<file path="src/rtl/seq_pkg.sv">
`default_nettype none
// +----------------------------------------------------------------------------+
// | seq_pkg : definitions shared by the sequence generator, the sequence      |
// |           detector and their benches (state codes, widths)                |
// | Revision: 1.0                                                             |
// +----------------------------------------------------------------------------+
package seq_pkg;

   localparam int SEQ_WIDTH = 24;
   localparam int LEN_W     = 5;

   typedef logic [LEN_W-1:0] len_t;

   localparam len_t LEN_ONE = len_t'(1);

   localparam logic [0:0] IDLE  = 1'b0;
   localparam logic [0:0] SHIFT = 1'b1;

endpackage

`default_nettype wire

</file>
<file path="src/rtl/seq_len_clamp.sv">
`default_nettype none
// +----------------------------------------------------------------------------+
// | seq_len_clamp : maps a requested pattern length to the effective length;  |
// |                 0 or anything above WIDTH becomes WIDTH                   |
// | Revision: 1.0                                                             |
// +----------------------------------------------------------------------------+
module seq_len_clamp
   import seq_pkg::*;
#(
   parameter int WIDTH = SEQ_WIDTH
) (
   input  logic [LEN_W-1:0] load_len,
   output logic [LEN_W-1:0] eff_len
);

   localparam logic [LEN_W-1:0] MAX_LEN = LEN_W'(WIDTH);

   always_comb begin
      eff_len = load_len;
      if ((load_len == '0) || (load_len > MAX_LEN)) begin
         eff_len = MAX_LEN;
      end
   end

endmodule

`default_nettype wire

</file>
<file path="src/rtl/seq_gen_fsm.sv">
`default_nettype none
// +----------------------------------------------------------------------------+
// | seq_gen_fsm : serialises a loaded pattern MSB-first, one-shot or cyclic   |
// |               until stop. Optional macro SEQ_GEN_PAUSE_EN adds `pause`.   |
// | Revision: 1.0                                                             |
// +----------------------------------------------------------------------------+
module seq_gen_fsm
   import seq_pkg::*;
#(
   parameter int WIDTH = SEQ_WIDTH
) (
   input  logic             Clk,
   input  logic             rst,
   input  logic             load_valid,
   input  logic [WIDTH-1:0] load_data,
   input  logic [LEN_W-1:0] load_len,
   // "repeat" is a reserved word, hence the suffix
   input  logic             repeat_en,
   input  logic             stop,
`ifdef SEQ_GEN_PAUSE_EN
   input  logic             pause,
`endif
   output logic             load_ready,
   output logic             x,
   output logic             x_valid,
   output logic             x_last,
   output logic             busy
);

   logic [0:0]       state_q, state_d;
   logic [WIDTH-1:0] pat_q, pat_d;
   logic [LEN_W-1:0] len_q, len_d;
   logic [LEN_W-1:0] idx_q, idx_d;
   logic             rpt_q, rpt_d;
   logic             stop_q, stop_d;
   logic             x_q, x_d;
   logic             x_valid_q, x_valid_d;

   logic [LEN_W-1:0] eff_len;
   logic             pause_act;
   logic             stop_seen;
   logic             ending;

`ifdef SEQ_GEN_PAUSE_EN
   assign pause_act = pause & (state_q == SHIFT);
`else
   assign pause_act = 1'b0;
`endif

   seq_len_clamp #(
      .WIDTH    (WIDTH)
   ) u_len_clamp (
      .load_len (load_len),
      .eff_len  (eff_len)
   );

   // A stop arriving on the final bit of a pass ends transmission on that bit.
   assign stop_seen = stop_q | stop;
   assign ending    = (idx_q == '0) & (~rpt_q | stop_seen);

   always_comb begin
      state_d   = state_q;
      pat_d     = pat_q;
      len_d     = len_q;
      idx_d     = idx_q;
      rpt_d     = rpt_q;
      stop_d    = stop_q;
      x_d       = x_q;
      x_valid_d = x_valid_q;
      case (state_q)
         IDLE: begin
            if (load_valid) begin
               pat_d     = load_data;
               len_d     = eff_len;
               idx_d     = eff_len - LEN_ONE;
               rpt_d     = repeat_en;
               stop_d    = 1'b0;
               x_d       = load_data[eff_len - LEN_ONE];
               x_valid_d = 1'b1;
               state_d   = SHIFT;
            end
         end
         SHIFT: begin
            stop_d = stop_seen;
            if (!pause_act) begin
               if (ending) begin
                  state_d   = IDLE;
                  idx_d     = '0;
                  rpt_d     = 1'b0;
                  stop_d    = 1'b0;
                  x_d       = 1'b0;
                  x_valid_d = 1'b0;
               end else if (idx_q == '0) begin
                  idx_d = len_q - LEN_ONE;
                  x_d   = pat_q[len_q - LEN_ONE];
               end else begin
                  idx_d = idx_q - LEN_ONE;
                  x_d   = pat_q[idx_q - LEN_ONE];
               end
            end
         end
         default: begin
            state_d = IDLE;
         end
      endcase
   end

   always_ff @(posedge Clk) begin
      if (rst) begin
         state_q   <= IDLE;
         pat_q     <= '0;
         len_q     <= '0;
         idx_q     <= '0;
         rpt_q     <= 1'b0;
         stop_q    <= 1'b0;
         x_q       <= 1'b0;
         x_valid_q <= 1'b0;
      end else begin
         state_q   <= state_d;
         pat_q     <= pat_d;
         len_q     <= len_d;
         idx_q     <= idx_d;
         rpt_q     <= rpt_d;
         stop_q    <= stop_d;
         x_q       <= x_d;
         x_valid_q <= x_valid_d;
      end
   end

   assign load_ready = (state_q == IDLE);
   assign busy       = (state_q == SHIFT);
   assign x          = x_q;
   assign x_valid    = x_valid_q & ~pause_act;
   assign x_last     = (state_q == SHIFT) & ending & ~pause_act;

endmodule

`default_nettype wire

</file>
<file path="config.mk">
export PLATFORM = sky130hd
export DESIGN_NAME = seq_gen_fsm
export DESIGN_NICKNAME = d
export VERILOG_FILES = /design/src/rtl/seq_pkg.sv /design/src/rtl/seq_len_clamp.sv /design/src/rtl/seq_gen_fsm.sv
export SDC_FILE = /design/constraint.sdc
export NUM_CORES = 1
export LEC_CHECK = 0
export CAP_MARGIN = 0
export CORE_AREA = 4 4 73 75
export DETAILED_ROUTE_END_ITERATION = 7
export DIE_AREA = 0 0 77 79
export GPL_TIMING_DRIVEN = 0
export PLACE_DENSITY = 0.88
export SLEW_MARGIN = 20
export SYNTH_ARGS = -nofsm -noshare
export SYNTH_HDL_FRONTEND = slang
export SYNTH_SLANG_ARGS = --single-unit
</file>
<file path="constraint.sdc">
create_clock -name Clk -period 3.9 [get_ports Clk]
set_input_delay 0.39 -clock Clk [delete_from_list [all_inputs] [get_ports Clk]]
set_output_delay 0.39 -clock Clk [all_outputs]
set_load 0.02 [all_outputs]
</file>
# Word level (Yosys, flattened, before mapping)
# Cells that the tools add are included.
[classes]
addsub = 3
multipliers = 0
div_mod_pow = 0
n_lt_le_gt_ge = 4
n_eq_ne = 2
shift = 0
n_mux = 26
bitwise_logic = 6
n_reduce_logical = 5
[op_table]
columns = ["op", "n"]
rows = [
  ["$mux 5", 4],
  ["$lt 5x6->1 const B", 3],
  ["$bmux 1 s5", 3],
  ["$sub 5x1->5 const B", 3],
  ["$mux 1", 13],
  ["$logic_not 5->1", 2],
  ["$pmux 1 s2", 5],
  ["$pmux 5 s2", 1],
  ["$gt 5x5->1 const B", 1],
  ["$reduce_and 2->1", 2],
  ["$and 1x1->1", 2],
  ["$ne 2x1->1 const B", 1],
  ["$ne 2x2->1 const B", 1],
  ["$not 1->1", 2],
  ["$or 1x1->1", 2],
  ["$logic_or 1x1->1", 1],
]
[word_totals]
reg_bits = 39
latch_bits = 0
ram_bits = 0
romBits = 0
input_bits = 34
out_inout_bits = 5
elab_cells = 54
n_memories = 0

# Logic depth before layout (Yosys ltp)
# Gate-level depths: netlist (run 1).
[logic_depth]
ltp_word = 8
mapped_depth = 10
mapped_depth_nobuf = 9

# Modules after synthesis
# A second synthesis (run 1) with hierarchy kept.
[hier_totals]
hier_cells = 267
area_unflattened_um2 = 2352.3
[modules_own_cells]
columns = ["mod", "n_inst", "cells_per_inst", "area_each_um2", "seq_area_each_um2"]
rows = [
  ["seq_gen_fsm", 1, 260, 2307.2, 780.7],
  ["seq_len_clamp", 1, 7, 45.0, 0.0],
]

# Least setup slack after synthesis (run 1)
# No wires, ideal clock.
[synth_timing]
kind = "flip-flop to flip-flop"
start = "reg len_q[0]"
end = "reg x_q (netlist: x)"
setup_time_ns = 0.141
arrival_time_ns = 2.362
t_required_ns = 3.759
slack_ns = 1.397
path_stages_with_launch = 10
path_buffers = 1
period_less_slack_ns = 2.503
path_cell_list = "dfxtp_1 buf_2 inv_1 ha_1 xor2_1 mux4_2 nor2_1 a311oi_1 o311ai_0 o221ai_2"
[synth_via]
elab_chain_cells = 6
[synth_lines]
columns = ["item", "line", "text"]
rows = [
  ["start: declaration", "seq_gen_fsm.sv:32", "logic [LEN_W-1:0] len_q, len_d;"],
  ["start signal: assignment", "seq_gen_fsm.sv:121", "len_q <= len_d;"],
  ["$sub 5x1->5", "seq_gen_fsm.sv:95", "x_d = pat_q[len_q - LEN_ONE];"],
  ["$bmux 1 s5", "seq_gen_fsm.sv:95", ""],
  ["$mux 1 (implied by the code)", "seq_gen_fsm.sv:95", ""],
  ["$mux 1", "seq_gen_fsm.sv:93", "end else if (idx_q == '0) begin"],
  ["$mux 1", "seq_gen_fsm.sv:86", "if (ending) begin"],
  ["$pmux 1 s2", "seq_gen_fsm.sv:70", "case (state_q)"],
  ["end signal: assignment", "seq_gen_fsm.sv:116", "x_q <= 1'b0;"],
  ["end signal: assignment", "seq_gen_fsm.sv:125", "x_q <= x_d;"],
  ["end: declaration", "seq_gen_fsm.sv:36", "logic x_q, x_d;"],
]
# No other way between the ends. The select of a mux whose other input is x is not followed.
# A chain may end at the register's enable or synchronous reset.

# Final worst setup path (run 1)
[layout_timing]
start = "in load_len[4]"
end = "reg x_q (netlist: x)"
[layout_via]
elab_chain_cells = 8
elab_cells_between_ends = 9
classes_between = "1 x add/sub; 1 x order compare; 5 x mux; 2 x reduce/logical"
[layout_lines]
columns = ["item", "line", "text"]
rows = [
  ["start: declaration", "seq_gen_fsm.sv:16", "input logic [LEN_W-1:0] load_len,"],
  ["$gt 5x5->1 or $logic_not 5->1 (tied branches)", "seq_len_clamp.sv:20", "if ((load_len == '0) || (load_len > MAX_LEN)) begin"],
  ["$logic_or 1x1->1", "seq_len_clamp.sv:20", ""],
  ["$mux 5 *", "seq_len_clamp.sv:20", ""],
  ["$sub 5x1->5 *", "seq_gen_fsm.sv:78", "x_d = load_data[eff_len - LEN_ONE];"],
  ["$bmux 1 s5 *", "seq_gen_fsm.sv:78", ""],
  ["$mux 1 (implied by the code) *", "seq_gen_fsm.sv:78", ""],
  ["$mux 1 *", "seq_gen_fsm.sv:72", "if (load_valid) begin"],
  ["$pmux 1 s2 *", "seq_gen_fsm.sv:70", ""],
]
# Mark *: on every way between the ends. The rest lies on a longest branch, timed or not. The select of a mux whose other input is x is not followed.

==> results.py, run 1 <==
metrics = {
    "status": {
        "status": "finished clean",
    },
    "clock_network": {
        "clock-sinks": 39,
        "clock_latency_ns": 0.30,
        "cts_resized": 0,
        "clk_path_buf_depth": 2,
        "cts.htree.levels": 2,
        "postCtsSetupBuffers": 0,
        "clkTransAtPathRegs_ns": 0.07,
        "holdBufCountCts": 0,
        "root_buffer": "clkbuf_8",
        "cts_buffers": 5,
        "cts_tree": "built",
    },
    "die": {
        "start_util": 0.5313,
        "die_x_um": 77,
        "fp.dieH_um": 79,
        "die_area_um2": 6083,
        "ioPinCount": 39,
        "row_count": 25,
        "core-area_um2": 4661,
    },
    "global_routing": {
        "antenna_found_initial": 0,
        "grt_usage": 0.2186,
        "overflow": 0,
        "grt_pass1_vias": 2199,
        "grt_pass1_wl_um": 10470,
        "grt_max_degree": 12,
    },
    "yosys": {
        "yosys_warnings": 0,
        "syn_area_per_cell_um2": 8.781,
        "synth_area_um2": 2476,
        "synth-seq-cells": 39,
        "async_reset_ff_frac": 0,
        "synth_cell_type_count": 47,
        "synth_ff_type": "dfxtp_1",
        "synth_edf_count": 0,
        "syn_nets": 319,
        "seq_area_frac_synth": 0.3153,
        "syn_inst": 282,
    },
    "cells_and_area": {
        "diodes": 0,
        "drive_gt1_frac": 0.1043,
        "fin_util": 0.6440,
        "final_common_cell": "nand2_1",
        "finalNetCount": 363,
        "multi_input_area_um2": 1553,
        "mostFrequentLayoutCells": "nand2_1 (62), dfxtp_1 (39), clkdlybuf4s50_1 (37), a21oi_1 (35), nor2_1 (19)",
        "stdcell_count": 380,
        "fill_cells": 370,
        "syn_to_final_growth_pct": 21.22,
        "final-seq-area_um2": 780.7,
    },
    "timing": {
        "fmax_ghz": 0.3178,
        "rsz0062_at_grt": "false",
        "max_slew_margin": 0.4530,
        "worstMarginPinSlew_ns": 0.8142,
        "setup_viol": 0,
        "clock_skew_ns": 0.004532,
        "period_needed_ns": 3.147,
        "period_share": 0.8069,
        "setup_tns_ns": 0,
        "fin_ws_ns": 0.7530,
        "drv_slew": 0,
        "hold_viol": 0,
    },
    "hold_path": {
        "hold_path.class": "register to register",
        "holdPathStages": 2,
        "worstHoldStart": "pat_q[14]",
        "hold_path_end": "pat_q[14]",
    },
    "critical_path": {
        "r2r-start": "len_q[0]",
        "end_kind": "register",
        "cp_max_fo": 8,
        "r2r_slack_ns": 1.02,
        "cp.required_ns": 4.06,
        "critical_path_class": "input pin to register",
        "startpoint_type": "input pin",
        "r2r-end": "x",
        "reg2reg_depth": 10,
        "critPathArrivalTime_ns": 3.31,
    },
    "route": {
        "route.detailed.drc": 0,
        "wl_um": 6373,
        "vias_per_cell": 6.121,
        "dr.pass1.iters": 4,
        "drtIter0Drc": 251,
        "ant_nets": 0,
        "via_count": 2326,
        "wl_per_cell_um": 16.77,
    },
    "placed_design": {
        "dp.cells": 373,
        "dpl_worst_slack_ns": 0.4586,
        "place_hpwl_um": 4820,
        "io_buffers": 37,
        "gp_congestion": 0.9132,
    },
    "power": {
        "p_per_area_nw_per_um2": 376.8,
        "irDropWorstVdd_v": 0.0002082,
        "total_power_mw": 1.131,
        "p_leak_nw": 1.099,
    },
    "run": {
        "cap_violations": 0,
    },
}
==> cells by family (layout without fill, tap and decap cells) <==
group	count (synthesis)	after routing	synth area share
and+or+nand+nor	112	112	0.1981
DFF	39	39	0.3153
muxes	30	30	0.2132
adders and majority gates	3	3	0.01516
buffers and inverters	28	72	0.05761
xor gates and xnor gates	7	7	0.03234
AOI/OAI and AO/OA	63	63	0.1683
==> metal layers <==
layer | vias to the layer above | global-route usage | wire length, um
met5 | - | 0 | 0
met4 | 0 | 0.1139 | 195
met3 | 18 | 0.05896 | 501
met2 | 100 | 0.3528 | 3043
met1 | 1095 | 0.2687 | 2633
li1 | 1113 | - | -
==> stage by stage <==
stage	cell area [um^2]	hold slack, ns
3_3_place_gp	2914	0.4528
3_5_place_dp	2914	0.4606
5_1_grt	3002	0.4913
2_1_floorplan	2476	0.4418
6_report	3002	0.4680
4_1_cts	3002	0.4709
==> worst max-delay path, stage by stage <==
cell and delay (ns):
clkdlybuf4s50_1 0.65, nand2_1 0.18, nand2_2 0.20, ha_1 0.32, xor2_4 0.38, mux4_1 0.63, mux2i_1 0.25, a2bb2oi_2 0.19
o221ai_2 0.11
==> worst max-delay path by stage <==
stage	from	endpoint	slack, ns	depth (start not counted)
6_report	load_len[4]	x	0.75	9
5_1_grt	load_len[4]	x	0.63	9
4_1_cts	load_len[4]	x	0.77	9
3_5_place_dp	load_len[4]	x	0.46	9
3_3_place_gp	load_len[4]	x	0.47	9
2_1_floorplan	len_q[0]	x	1.40	9
==> cell type report <==
class,instances,share of cell area
repair buffers,37,0.1234
clock buffers,6,0.02751
well taps,54,0.02251
flip-flops and latches,39,0.2601
inverters,7,0.008754
multi-input cells,215,0.5173
clock inverters,1,0.001667
plain buffers,21,0.03877
==> report_power, final <==
part | switching, mW | internal, mW | total (mW) | leakage [nW]
Clock | 0.144 | 0.139 | 0.283 | 0.0470
Combinational | 0.209 | 0.185 | 0.394 | 0.731
Sequential | 0.0239 | 0.430 | 0.454 | 0.321
Total | 0.377 | 0.754 | 1.13 | 1.10
==> synthesized netlist by cell type, types with 4 or more instances <==
cell type / n / area share
nor2b_1: 4 / 0.010
clkbuf_1: 13 / 0.020
mux2i_1: 10 / 0.040
nor2_1: 19 / 0.029
inv_1: 7 / 0.011
dfxtp_1: 39 / 0.32
mux4_1: 6 / 0.064
nand2_1: 62 / 0.094
xnor2_1: 4 / 0.014
nor4_1: 5 / 0.013
mux2_2: 4 / 0.018
o21ai_0: 4 / 0.0081
a31oi_1: 4 / 0.010
nor3_1: 11 / 0.022
a21oi_1: 35 / 0.071
mux4_2: 10 / 0.091
==> flip-flops by register name (all words and copies together) (netlist names) <==
signal   flops
rpt_q        1
idx_q        5
pat_q       24
stop_q       1
x            1
busy         1
len_q        5
x_valid      1
(Power assumes the default switching activity.)
==> run 2: changes to the inputs <==
==> constraint.sdc (replaced) <==
create_clock -name Clk -period 3.1 [get_ports Clk]
set_input_delay 0.31 -clock Clk [delete_from_list [all_inputs] [get_ports Clk]]
set_output_delay 0.31 -clock Clk [all_outputs]
set_load 0.02 [all_outputs]
==> run 2 against run 1 <==
Die area did not move; count of clock-buffer cells in the layout did not move; worst setup slack got worse by 0.60 ns; highest routed layer unchanged.
==> results.py, run 2 (synthesis gave the netlist of run 1 again) <==
metrics = {
    "status": {
        "status": "finished clean",
    },
    "die": {
        "die_area_um2": 6083,
        "start_util": 0.5313,
        "fp.dieH_um": 79,
        "row_count": 25,
        "die_x_um": 77,
        "core-area_um2": 4661,
        "ioPinCount": 39,
    },
    "route": {
        "route.detailed.drc": 0,
        "wl_um": 6381,
        "ant_nets": 0,
        "vias_per_cell": 6.174,
        "wl_per_cell_um": 16.79,
        "drtIter0Drc": 198,
        "dr.pass1.iters": 5,
        "via_count": 2346,
    },
    "clock_network": {
        "clkTransAtPathRegs_ns": 0.07,
        "cts_tree": "built",
        "root_buffer": "clkbuf_8",
        "cts.htree.levels": 2,
        "cts_buffers": 5,
        "clk_path_buf_depth": 2,
        "clock-sinks": 39,
        "clock_latency_ns": 0.30,
        "cts_resized": 0,
    },
    "cells_and_area": {
        "finalNetCount": 363,
        "stdcell_count": 380,
        "mostFrequentLayoutCells": "nand2_1 (62), dfxtp_1 (39), clkdlybuf4s50_1 (37), a21oi_1 (35), nor2_1 (19)",
        "final_common_cell": "nand2_1",
        "largest_reg_flops": 24,
        "reg_top3": "pat_q: 24 flops, idx_q: 5 flops, len_q: 5 flops",
        "top_register": "pat_q",
        "syn_to_final_growth_pct": 21.88,
        "drive_gt1_frac": 0.1074,
        "diodes": 0,
        "fin_util": 0.6475,
    },
    "timing": {
        "worstMarginPinSlew_ns": 0.8265,
        "clock_skew_ns": 0.004840,
        "drv_slew": 0,
        "rsz0062_at_grt": "false",
        "fmax_ghz": 0.3393,
        "period_needed_ns": 2.947,
        "setup_viol": 0,
        "period_share": 0.9508,
        "hold_viol": 0,
        "fin_hold_ws_ns": 0.4701,
        "max_slew_margin": 0.4448,
    },
    "run": {
        "cap_violations": 0,
    },
    "placed_design": {
        "gp_congestion": 0.9132,
        "place_hpwl_um": 4820,
        "io_buffers": 37,
        "dp.cells": 373,
    },
    "power": {
        "irDropWorstVdd_v": 0.0002615,
        "total_power_mw": 1.430,
        "p_per_area_nw_per_um2": 473.8,
        "p_leak_nw": 1.107,
    },
    "critical_path": {
        "end_kind": "register",
        "cp.required_ns": 3.26,
        "startpoint_type": "input pin",
        "critPathArrivalTime_ns": 3.11,
        "critical_path_class": "input pin to register",
        "cp_max_fo": 8,
    },
    "global_routing": {
        "overflow": 0,
        "grt_max_degree": 12,
        "grt_pass1_wl_um": 10470,
        "grt_pass1_vias": 2199,
        "grt_usage": 0.2186,
        "antenna_found_initial": 0,
    },
    "hold_path": {
        "hold_path.class": "register to register",
    },
}
## run 2: cell types whose count changed in the layout (fill, tap and decap cells not counted), sizes merged
cell,before,now
clkbuf,22,21
buf,4,5
## run 2: path summary, 6_finish.rpt
path                             startpoint        end  slack [ns]  cells after the start
worst max-delay path            load_len[4]          x        0.15                     10
worst min register to register    pat_q[14]  pat_q[14]        0.47                      2
worst max register to register     idx_q[0]          x        0.21                      9
worst min-delay path              pat_q[14]  pat_q[14]        0.47                      2
## run 2: layout make-up
cell class / instances / area [um^2]
fill: 368 / 1643
multi-input combinational: 215 / 1553
sequential: 39 / 780.7
timing repair buffer: 38 / 390.4
buffer: 20 / 112.6
clock buffer: 6 / 82.58
tap: 54 / 67.56
inverter: 7 / 26.28
clock inverter: 1 / 5.005
## run 2: per-stage QoR
stage / cell area, um^2 / setup TNS (ns) / setup WS [ns]
2_1_floorplan: 2476 / 0 / 0.5971
3_3_place_gp: 2914 / -0.2492 / -0.2492
3_5_place_dp: 2914 / -0.2614 / -0.2614
4_1_cts: 3002 / 0 / 0.04848
5_1_grt: 3018 / 0 / 0.006337
6_report: 3018 / 0 / 0.1527
## run 2: repair_timing
action	in CTS	in global routing
buffers inserted	0	1
setup endpoints to repair	0	1
hold buffers	0	0
## run 2: power by group
part	switching (mW)	total [mW]	internal [mW]	leakage (nW)
logic	0.265	0.505	0.240	0.739
clock network	0.179	0.354	0.175	0.0470
registers	0.0301	0.571	0.541	0.321
total	0.474	1.43	0.956	1.11
## run 2: worst max-delay path: stages
cell,delay (ns)
clkdlybuf4s50_1,0.65
nand2_1,0.18
nand2_2,0.20
ha_1,0.30
xor2_4,0.18
buf_12,0.15
mux4_1,0.54
mux2i_1,0.26
o311a_1,0.23
o221ai_2,0.10
## run 2: metal layers
layer | vias to the layer above | routed length (um) | global-route usage
li1 | 1108 | - | -
met1 | 1094 | 2595 | 0.2687
met5 | - | 0 | 0
met4 | 0 | 231 | 0.1139
met2 | 121 | 3006 | 0.3528
met3 | 23 | 548 | 0.05896
==> run 3: changes to the inputs <==
--- a/config.mk
+++ b/config.mk
@@ -6,9 +6,9 @@
 export NUM_CORES = 1
 export LEC_CHECK = 0
 export CAP_MARGIN = 0
-export CORE_AREA = 4 4 73 75
+export CORE_AREA = 2 2 71 73
 export DETAILED_ROUTE_END_ITERATION = 7
-export DIE_AREA = 0 0 77 79
+export DIE_AREA = 0 0 73 75
 export GPL_TIMING_DRIVEN = 0
 export PLACE_DENSITY = 0.88
 export SLEW_MARGIN = 20
==> run 3 against run 2 <==
Non-clock buffer count is 2 higher; sequential cell count is the same; sequential power barely moved; largest power group unchanged; fmax hardly changed.
==> results.py, run 3 (synthesis gave the netlist of run 1 again) <==
metrics = {
    "timing": {
        "period_share": 0.9498,
        "hold_viol": 0,
        "rsz0062_at_grt": "false",
        "period_needed_ns": 2.944,
        "setup_viol": 0,
        "max_slew_margin": 0.3980,
        "fin_ws_ns": 0.1555,
        "fmax_ghz": 0.3396,
        "drv_slew": 0,
        "worstMarginPinSlew_ns": 0.8960,
        "setup_tns_ns": 0,
        "clock_skew_ns": 0.004346,
    },
    "global_routing": {
        "grt_usage": 0.2571,
        "grt_pass1_vias": 2273,
        "overflow": 0,
        "antenna_found_initial": 0,
        "grt_pass1_wl_um": 10630,
        "grt_max_degree": 13,
    },
    "cells_and_area": {
        "final_common_cell": "nand2_1",
        "syn_to_final_growth_pct": 23.40,
        "diodes": 0,
        "finalNetCount": 365,
        "mostFrequentLayoutCells": "nand2_1 (62), dfxtp_1 (39), clkdlybuf4s50_1 (36), a21oi_1 (35), nor2_1 (19)",
        "stdcell_count": 383,
        "top_register": "pat_q",
        "fin_util": 0.6556,
        "drive_gt1_frac": 0.1185,
        "reg_top3": "pat_q: 24 flops, idx_q: 5 flops, len_q: 5 flops",
        "largest_reg_flops": 24,
        "fill_cells": 395,
    },
    "route": {
        "route.detailed.drc": 0,
        "dr.pass1.iters": 5,
        "top_layer_used": "met4",
        "wl_met3_um": 508,
        "via_count": 2392,
        "wl_met2_um": 3244,
        "wl_met1_um": 2628,
        "vias_per_cell": 6.245,
        "wl_per_cell_um": 17.14,
        "wl_um": 6566,
        "drtIter0Drc": 170,
        "ant_nets": 0,
    },
    "hold_path": {
        "hold_path.class": "register to register",
    },
    "die": {
        "die_x_um": 73,
        "fp.dieH_um": 75,
        "row_count": 25,
        "start_util": 0.5313,
        "die_area_um2": 5475,
        "ioPinCount": 39,
        "core-area_um2": 4661,
    },
    "clock_network": {
        "root_buffer": "clkbuf_8",
        "cts_tree": "built",
        "clkTransAtPathRegs_ns": 0.08,
        "clk_path_buf_depth": 2,
        "clock-sinks": 39,
        "cts_buffers": 5,
        "clock_latency_ns": 0.29,
        "cts.htree.levels": 2,
    },
    "power": {
        "p_leak_nw": 1.134,
        "swShare": 0.3177,
        "p_int_mw": 1.042,
        "power.switching_uw": 485.3,
        "pwr-share-clk": 0.292,
        "combPwrFrac": 0.334,
        "seq_power_share": 0.375,
        "total_power_mw": 1.527,
        "irDropWorstVdd_v": 0.0002834,
        "p_per_area_nw_per_um2": 499.9,
    },
    "critical_path": {
        "r2r-start": "len_q[0]",
        "r2r-end": "x",
        "cp-startpoint": "load_len[3]",
        "end_kind": "register",
        "cp.required_ns": 3.27,
        "cp_max_fo": 7,
        "r2r_slack_ns": 0.30,
        "critical_path_class": "input pin to register",
        "startpoint_type": "input pin",
        "crit_end": "x",
        "critPathArrivalTime_ns": 3.11,
        "reg2reg_depth": 9,
    },
    "placed_design": {
        "dp.cells": 373,
        "io_buffers": 37,
        "gp_congestion": 0.9190,
        "dpl_worst_slack_ns": -0.3095,
        "place_hpwl_um": 4872,
    },
    "status": {
        "status": "finished clean",
    },
    "run": {
        "cap_violations": 0,
    },
}
## run 3: cell type report
type / instances / area, um^2 / share of cell area
clock inverter: 2 / 35.03 / 0.01147
sequential: 39 / 780.7 / 0.2555
buffer: 20 / 112.6 / 0.03686
tap: 54 / 67.56 / 0.02211
clock buffer: 6 / 82.58 / 0.02703
multi-input combinational: 215 / 1555 / 0.5090
timing repair buffer: 40 / 395.4 / 0.1294
inverter: 7 / 26.28 / 0.008600
## run 3: metal layers
metal,vias to the layer above,track usage
li1,1123,-
met1,1125,0.3055
met2,122,0.4535
met3,22,0.04552
met4,0,0.1193
met5,-,0
## run 3: power groups by stage
stage | Combinational, mW | Clock (mW) | Sequential (mW)
global placement | 0.477 | 0 | 0.580
global route | 0.545 | 0.469 | 0.579
CTS | 0.491 | 0.447 | 0.572
detailed placement | 0.488 | 0 | 0.583
finish | 0.510 | 0.445 | 0.573
floorplan | 0.334 | 0 | 0.580
## run 3: worst min-delay path by stage
stage	from	endpoint	slack (ns)	cells past startpoint
global placement	pat_q[7]	pat_q[7]	0.45	2
finish	pat_q[15]	pat_q[15]	0.48	2
floorplan	pat_q[15]	pat_q[15]	0.44	2
global route	pat_q[15]	pat_q[15]	0.49	2
CTS	pat_q[15]	pat_q[15]	0.47	2
detailed placement	pat_q[7]	pat_q[7]	0.46	2
## run 3: through the flow
stage                     area (um^2)  hold WS, ns
after detailed placement         2914       0.4613
after CTS                        3032       0.4728
after global placement           2914       0.4527
final                            3055       0.4756
after floorplan                  2476       0.4418
after global routing             3055       0.4886
## run 3: worst max-delay path: stages
cell,delay [ns]
clkdlybuf4s50_1,0.62
nand2_1,0.17
nand2_2,0.21
ha_2,0.28
xor2_4,0.18
buf_4,0.17
mux4_1,0.56
mux2i_1,0.27
o311a_1,0.23
o221ai_2,0.09
## run 3: repair_timing
action / CTS / global route
hold buffers: 0 / 0
setup endpoints to repair: 1 / 1
hold endpoints to repair: 0 / 0
setup buffers: 0 / 3
resized for setup: 0 / 2
pin swaps: 1 / 0
